==> src/rtl/tp_hiscore_seq_if.sv <==
// Core-side hiscore bus between the sequencer (master) and the Time Pilot core (slave).
// The sequencer drives address, write data, write strobe and pause; the core returns read data.
interface tp_hiscore_seq_if;
  logic [15:0] hs_address;
  logic [7:0]  hs_data_in;
  logic        hs_write;
  logic [7:0]  hs_data_out;
  logic        pause_req;

  modport master (
    output hs_address,
    output hs_data_in,
    output hs_write,
    output pause_req,
    input  hs_data_out
  );

  modport slave (
    input  hs_address,
    input  hs_data_in,
    input  hs_write,
    input  pause_req,
    output hs_data_out
  );
endinterface

==> src/rtl/tp_hiscore_seq.sv <==
// High-score save/restore sequencer: waits for the game's RAM signature, restores the
// buffered table into work RAM once, and dumps the live table back on request.
module tp_hiscore_seq #(
  parameter logic [15:0] HS_START    = 16'h0000,
  parameter int          HS_LEN      = 64,
  parameter logic [15:0] CHECK_ADDR  = 16'h0000,
  parameter logic [7:0]  CHECK_VAL   = 8'h00,
  parameter logic [7:0]  WAIT_FRAMES = 8'd4
) (
  input  logic                    clk_49m,
  input  logic                    reset,
  input  logic                    vblank,
  tp_hiscore_seq_if.master        hs,
  input  logic                    buf_wr,
  input  logic [7:0]              buf_addr,
  input  logic [7:0]              buf_din,
  output logic [7:0]              buf_dout,
  input  logic                    save_req,
  output logic                    save_done,
  output logic                    busy
);

  typedef enum logic [2:0] {ARMED, PROBE, COMPARE, RESTORE, MONITOR, DUMP} state_t;

  localparam logic [7:0] LAST_IDX = 8'(HS_LEN - 1);

  state_t     r_state;
  state_t     w_state_next;
  logic [1:0] r_phase;
  logic [7:0] r_idx;
  logic [7:0] r_frames;
  logic       r_buf_valid;
  logic       r_pend;
  logic       r_vblank_q;
  logic       r_save_done;
  logic [7:0] r_buf_dout;
  logic [7:0] r_rd_b;
  logic [7:0] r_mem [0:255];

  logic       w_vb_edge;
  logic       w_last;
  logic       w_capture;
  logic       w_load_ok;
  logic       w_we;
  logic [7:0] w_waddr;
  logic [7:0] w_wdata;

  assign w_vb_edge = vblank & ~r_vblank_q;
  assign w_last    = (r_idx == LAST_IDX);
  assign w_capture = (r_state == DUMP) && (r_phase == 2'd2);
  assign w_load_ok = buf_wr && !busy;

  // Loader and dump writes never coincide (dump implies busy), so one write port serves both.
  assign w_we    = w_load_ok || w_capture;
  assign w_waddr = w_capture ? r_idx : buf_addr;
  assign w_wdata = w_capture ? hs.hs_data_out : buf_din;

  assign buf_dout  = r_buf_dout;
  assign save_done = r_save_done;

  always_ff @(posedge clk_49m) begin
    if (reset) begin
      r_state <= ARMED;
    end else begin
      r_state <= w_state_next;
    end
  end

  always_comb begin
    w_state_next = r_state;
    case (r_state)
      ARMED: begin
        if (w_vb_edge) begin
          w_state_next = PROBE;
        end else if (r_frames >= WAIT_FRAMES) begin
          w_state_next = r_buf_valid ? RESTORE : MONITOR;
        end
      end
      PROBE: begin
        if (r_phase == 2'd1) begin
          w_state_next = COMPARE;
        end
      end
      COMPARE: begin
        w_state_next = ARMED;
      end
      RESTORE: begin
        if (r_phase[0] && w_last) begin
          w_state_next = MONITOR;
        end
      end
      MONITOR: begin
        if (r_pend) begin
          w_state_next = DUMP;
        end
      end
      DUMP: begin
        if (w_capture && w_last) begin
          w_state_next = MONITOR;
        end
      end
      default: w_state_next = ARMED;
    endcase
  end

  always_comb begin
    hs.hs_address = 16'h0000;
    hs.hs_data_in = 8'h00;
    hs.hs_write   = 1'b0;
    hs.pause_req  = 1'b0;
    busy          = 1'b0;
    case (r_state)
      PROBE, COMPARE: begin
        hs.hs_address = CHECK_ADDR;
      end
      RESTORE: begin
        hs.hs_address = HS_START + {8'h00, r_idx};
        hs.pause_req  = 1'b1;
        busy          = 1'b1;
        if (r_phase[0]) begin
          hs.hs_data_in = r_rd_b;
          hs.hs_write   = 1'b1;
        end
      end
      DUMP: begin
        hs.hs_address = HS_START + {8'h00, r_idx};
        hs.pause_req  = 1'b1;
        busy          = 1'b1;
      end
      default: begin
      end
    endcase
  end

  always_ff @(posedge clk_49m) begin
    if (reset) begin
      r_vblank_q  <= 1'b0;
      r_frames    <= 8'h00;
      r_buf_valid <= 1'b0;
      r_pend      <= 1'b0;
      r_phase     <= 2'd0;
      r_idx       <= 8'h00;
      r_save_done <= 1'b0;
      r_buf_dout  <= 8'h00;
    end else begin
      r_vblank_q  <= vblank;
      r_buf_dout  <= r_mem[buf_addr];
      r_save_done <= w_capture && w_last;
      if (w_load_ok) begin
        r_buf_valid <= 1'b1;
      end
      // A new request always wins, so a request landing during DUMP queues one more dump.
      r_pend <= save_req || (r_pend && (r_state != MONITOR));
      if (r_state == COMPARE) begin
        if (hs.hs_data_out == CHECK_VAL) begin
          r_frames <= (r_frames == 8'hFF) ? r_frames : r_frames + 8'd1;
        end else begin
          r_frames <= 8'h00;
        end
      end
      if (w_state_next != r_state) begin
        r_phase <= 2'd0;
        r_idx   <= 8'h00;
      end else begin
        case (r_state)
          PROBE: begin
            r_phase <= r_phase + 2'd1;
          end
          RESTORE: begin
            if (r_phase[0]) begin
              r_phase <= 2'd0;
              r_idx   <= r_idx + 8'd1;
            end else begin
              r_phase <= 2'd1;
            end
          end
          DUMP: begin
            if (r_phase == 2'd2) begin
              r_phase <= 2'd0;
              r_idx   <= r_idx + 8'd1;
            end else begin
              r_phase <= r_phase + 2'd1;
            end
          end
          default: begin
            r_phase <= 2'd0;
          end
        endcase
      end
    end
  end

  // Buffer contents survive reset; port B read data is ready one cycle after r_idx is presented.
  always_ff @(posedge clk_49m) begin
    if (w_we) begin
      r_mem[w_waddr] <= w_wdata;
    end
    r_rd_b <= r_mem[r_idx];
  end

endmodule
==> src/flat_wrapper.sv <==
// flat-port wrapper written by rule: the top's interface ports become plain ports
module tp_hiscore_seq_flat 
#(
  parameter logic [15:0] HS_START    = 16'h0000,
  parameter int          HS_LEN      = 64,
  parameter logic [15:0] CHECK_ADDR  = 16'h0000,
  parameter logic [7:0]  CHECK_VAL   = 8'h00,
  parameter logic [7:0]  WAIT_FRAMES = 8'd4
)
  (clk_49m, reset, vblank, buf_wr, buf_addr, buf_din, buf_dout, save_req, save_done, busy, hs_hs_address, hs_hs_data_in, hs_hs_write, hs_pause_req, hs_hs_data_out);
  tp_hiscore_seq_if hs_i ();
  input  logic clk_49m;
  input  logic reset;
  input  logic vblank;
  input  logic buf_wr;
  input  logic [7:0] buf_addr;
  input  logic [7:0] buf_din;
  output logic [7:0] buf_dout;
  input  logic save_req;
  output logic save_done;
  output logic busy;
  output wire logic [$bits(hs_i.hs_address)-1:0] hs_hs_address;
  output wire logic [$bits(hs_i.hs_data_in)-1:0] hs_hs_data_in;
  output wire logic [$bits(hs_i.hs_write)-1:0] hs_hs_write;
  output wire logic [$bits(hs_i.pause_req)-1:0] hs_pause_req;
  input wire logic [$bits(hs_i.hs_data_out)-1:0] hs_hs_data_out;
  assign hs_hs_address = hs_i.hs_address;
  assign hs_hs_data_in = hs_i.hs_data_in;
  assign hs_hs_write = hs_i.hs_write;
  assign hs_pause_req = hs_i.pause_req;
  assign hs_i.hs_data_out = hs_hs_data_out;
  tp_hiscore_seq #(.HS_START(HS_START), .HS_LEN(HS_LEN), .CHECK_ADDR(CHECK_ADDR), .CHECK_VAL(CHECK_VAL), .WAIT_FRAMES(WAIT_FRAMES)) u_core (.clk_49m(clk_49m), .reset(reset), .vblank(vblank), .hs(hs_i), .buf_wr(buf_wr), .buf_addr(buf_addr), .buf_din(buf_din), .buf_dout(buf_dout), .save_req(save_req), .save_done(save_done), .busy(busy));
endmodule
==> config.mk <==
export PLATFORM = sky130hd
export DESIGN_NAME = tp_hiscore_seq_flat
export DESIGN_NICKNAME = d
export VERILOG_FILES = /design/src/rtl/tp_hiscore_seq_if.sv /design/src/rtl/tp_hiscore_seq.sv /design/src/flat_wrapper.sv
export SDC_FILE = /design/constraint.sdc
export NUM_CORES = 2
export LEC_CHECK = 0
export BUFFER_PORTS_ARGS = -buffer_cell sky130_fd_sc_hd__buf_2
export CORE_MARGIN = 2
export CORE_UTILIZATION = 40
export DETAILED_ROUTE_END_ITERATION = 16
export GPL_TIMING_DRIVEN = 1
export PLACE_DENSITY = 0.55
export SLEW_MARGIN = 30
export SYNTH_ARGS = -nofsm -noshare
export SYNTH_HDL_FRONTEND = slang
export SYNTH_SLANG_ARGS = --single-unit
==> constraint.sdc <==
create_clock -name clk_49m -period 10.9 [get_ports clk_49m]
set_clock_uncertainty 0.05 [all_clocks]
set_input_delay 1.09 -clock clk_49m [delete_from_list [all_inputs] [get_ports clk_49m]]
set_output_delay 1.09 -clock clk_49m [all_outputs]
set_load 0.005 [all_outputs]
==> impl_metrics.toml <==
[run_status]
outcome = "complete, no violations"

[yosys]
syn_area_um2 = 98320
synth-seq-area-share = 0.6339
syn_inst = 5386
synthTopCellsByArea = "edfxtp_1 63%, mux4_2 21%, mux2i_1 4.0%"
ys_types = 74
yosysWarnings = 0
synthArstFlopShare = 0
ys.flop_type = "edfxtp_1"
synth_edf_count = 2048
syn-mean-instance-area_um2 = 18.25
synth-seq-cells = 2089
synth_top_area_share = 0.6255
synth_top_cell_by_area = "edfxtp_1"

[run]
cap_violations = 0

[clock_tree]
holdBufCountCts = 0
cts_max_level = 4
root_buffer = "clkbuf_16"
cts_inserted_buffers = 216
clk_pin_slew_ps = 60
clock_sinks = 2089
cts_resized = 0
cts_tree = "yes"
post_cts_buffers = 0
clk_latency_ps = 890
cts_buffer_depth = 3

[global_routing]
track_usage = 0.2859
antenna_found_initial = 36
grt_overflow = 0
grt_pass1_vias = 58378
grt_pass1_wl_mm = 493.0
grt_start_max_net_pins = 186

[floorplan]
start_util = 0.4009
row_count = 182
die_h_um = 499.8
ios = 65
die_w_um = 499.8
dieArea_um2 = 249800
core_area_um2 = 245300

[cells_and_area]
fin_nets = 5426
layout_commonest_cell = "edfxtp_1"
drive_gt1_frac = 0.2888
instances_no_fill = 8809
area_growth_pct = 10.73
final_cell_mix = "2,048 x edfxtp_1, 913 x mux4_2, 389 x mux2i_1, 273 x nor2_1, 219 x clkbuf_16"

[place]
place_inst = 8390
hpwl_mm = 235.1
dp_slack_ps = 5519
io_buffers = 56
gp_congestion = 0.9835

[setup_path]
crit_path_start_kind = "flip-flop"
cp_cell_sequence = "buf_4 -> buf_12 -> inv_1 -> buf_4 -> nor2_1 -> buf_2"
cp_slowest_cell = "dfxtp_4"
worst-setup-path-type = "reg2out"
crit_top_cell = "buf_4"
end_kind = "output port"
slowest_delay_ps = 790
crit_required_ps = 9760
arrival_ps = 4160
r2r_slack_ps = 5890
cp_max_fo = 69

[timing]
hold_viol_final = 0
timing.final.crit_share = 0.4863
drv_slew = 0
whs_ps = 362.1
worst_pin_slew_ps = 1115
relSlewSlack = 0.2542
clock.fmax_mhz = 188.7
setup_tns_ps = 0
worst_slack_ps = 5599
rsz0062_at_grt = "no"
post-route-min-period_ps = 5301
finalSetupViolations = 0

[drt]
dr_total_vias = 60352
drt_first_pass_iters = 6
avgViaCountPerCell = 6.851
ant_nets = 0
initialDrtViolationCount = 9907
drc_errors = 0
detail_route.wl_per_cell_um = 41.13
wl_mm = 362.3

[hold_path]
min_path_type = "in2reg"

[power_and_ir_drop]
leakage_nw = 32.97
worst_ir_drop_vdd_uv = 134.1
power.density_nw_per_um2 = 156.3
==> synth_stat cells (all sizes together) (10+ instances only) <==
master and count:
edfxtp 2048, mux4 913, mux2i 389, nor2 369
buf 292, nand2 213, clkbuf 145, o221ai 133
a21oi 126, a22oi 117, o21ai 113, o22ai 71
nand3 42, dfxtp 41, o31ai 24, nand4 23
o211ai 23, nor2b 22, nor3 22, inv 21
a31oi 20, a221oi 19, and2 17, mux2 17
a211oi 13, nand2b 11, nor4 11, or4 10
==> registers in the layout, indices dropped and copies added, names as in the netlist, 2 cells and up <==
signal	flops
u_core.buf_dout	8
u_core.r_state	3
u_core.r_phase	2
u_core.r_frames	8
u_core.r_rd_b	8
u_core.r_mem	2048
u_core.r_idx	8
==> path summary, 6_finish.rpt <==
check / from / endpoint / cells after the start
setup reg to reg: u_core.r_idx[1] / u_core.r_rd_b[5] / 8
hold reg to reg: u_core.r_pend / u_core.r_pend / 2
setup / recovery: u_core.r_idx[0] / hs_hs_address[0] / 6
hold / removal: save_req / u_core.r_pend / 3
==> power breakdown <==
part / internal, W / leakage [nW] / switching (W)
clock network: 0.00407 / 3.33 / 0.00325
logic: 0.000266 / 10.9 / 0.000583
registers: 0.00883 / 18.7 / 0.0000165
==> stage by stage <==
| stage | utilization | instance area [um2] | total power (W) |
|---|---|---|---|
| 6_report | 0.4439 | 108900 | 0.01701 |
| 2_1_floorplan | - | 98340 | 0.009545 |
| 5_1_grt | 0.4438 | 108800 | 0.01737 |
| 4_1_cts | 0.4429 | 108600 | 0.01705 |
| 3_3_place_gp | 0.4140 | 101500 | 0.009831 |
| 3_5_place_dp | 0.4149 | 101800 | 0.009841 |
==> final cells by class <==
cell class	count	area [um2]
multi-input combinational	2845	33720
timing repair buffer	217	1794
sequential	2089	62340
clock buffer	269	5688
tap	3220	4029
fill	20948	136400
inverter	22	95.09
clock inverter	126	1160
antenna	21	52.55
==> logic make-up (layout without fill, tap and decap cells) <==
kind of cell | count (synthesis) | after routing | share of synthesized area
DFF | 2089 | 2089 | 0.6339
muxes | 1319 | 1319 | 0.2507
and+or+nand+nor | 774 | 774 | 0.03403
AOI/OAI and AO/OA | 723 | 723 | 0.05115
buffers and inverters | 459 | 634 | 0.02814
xor gates and xnor gates | 15 | 15 | 0.001336
adders and majority gates | 6 | 6 | 0.0007635
other | 1 | 29 | 0.00003814
==> critical path, delay by kind of cell, from the launching register on <==
family	cells	cell delay, ps
flip-flops	1	790
AND/OR/NAND/NOR	1	440
buffers and inverters	5	1940
==> routing by layer <==
metal / track usage / wire [um]
met4: 0.1428 / 21530
met2: 0.4203 / 159100
met3: 0.07498 / 42640
met5: 0 / 112
met1: 0.3941 / 138900
(Power assumes the default switching activity.)
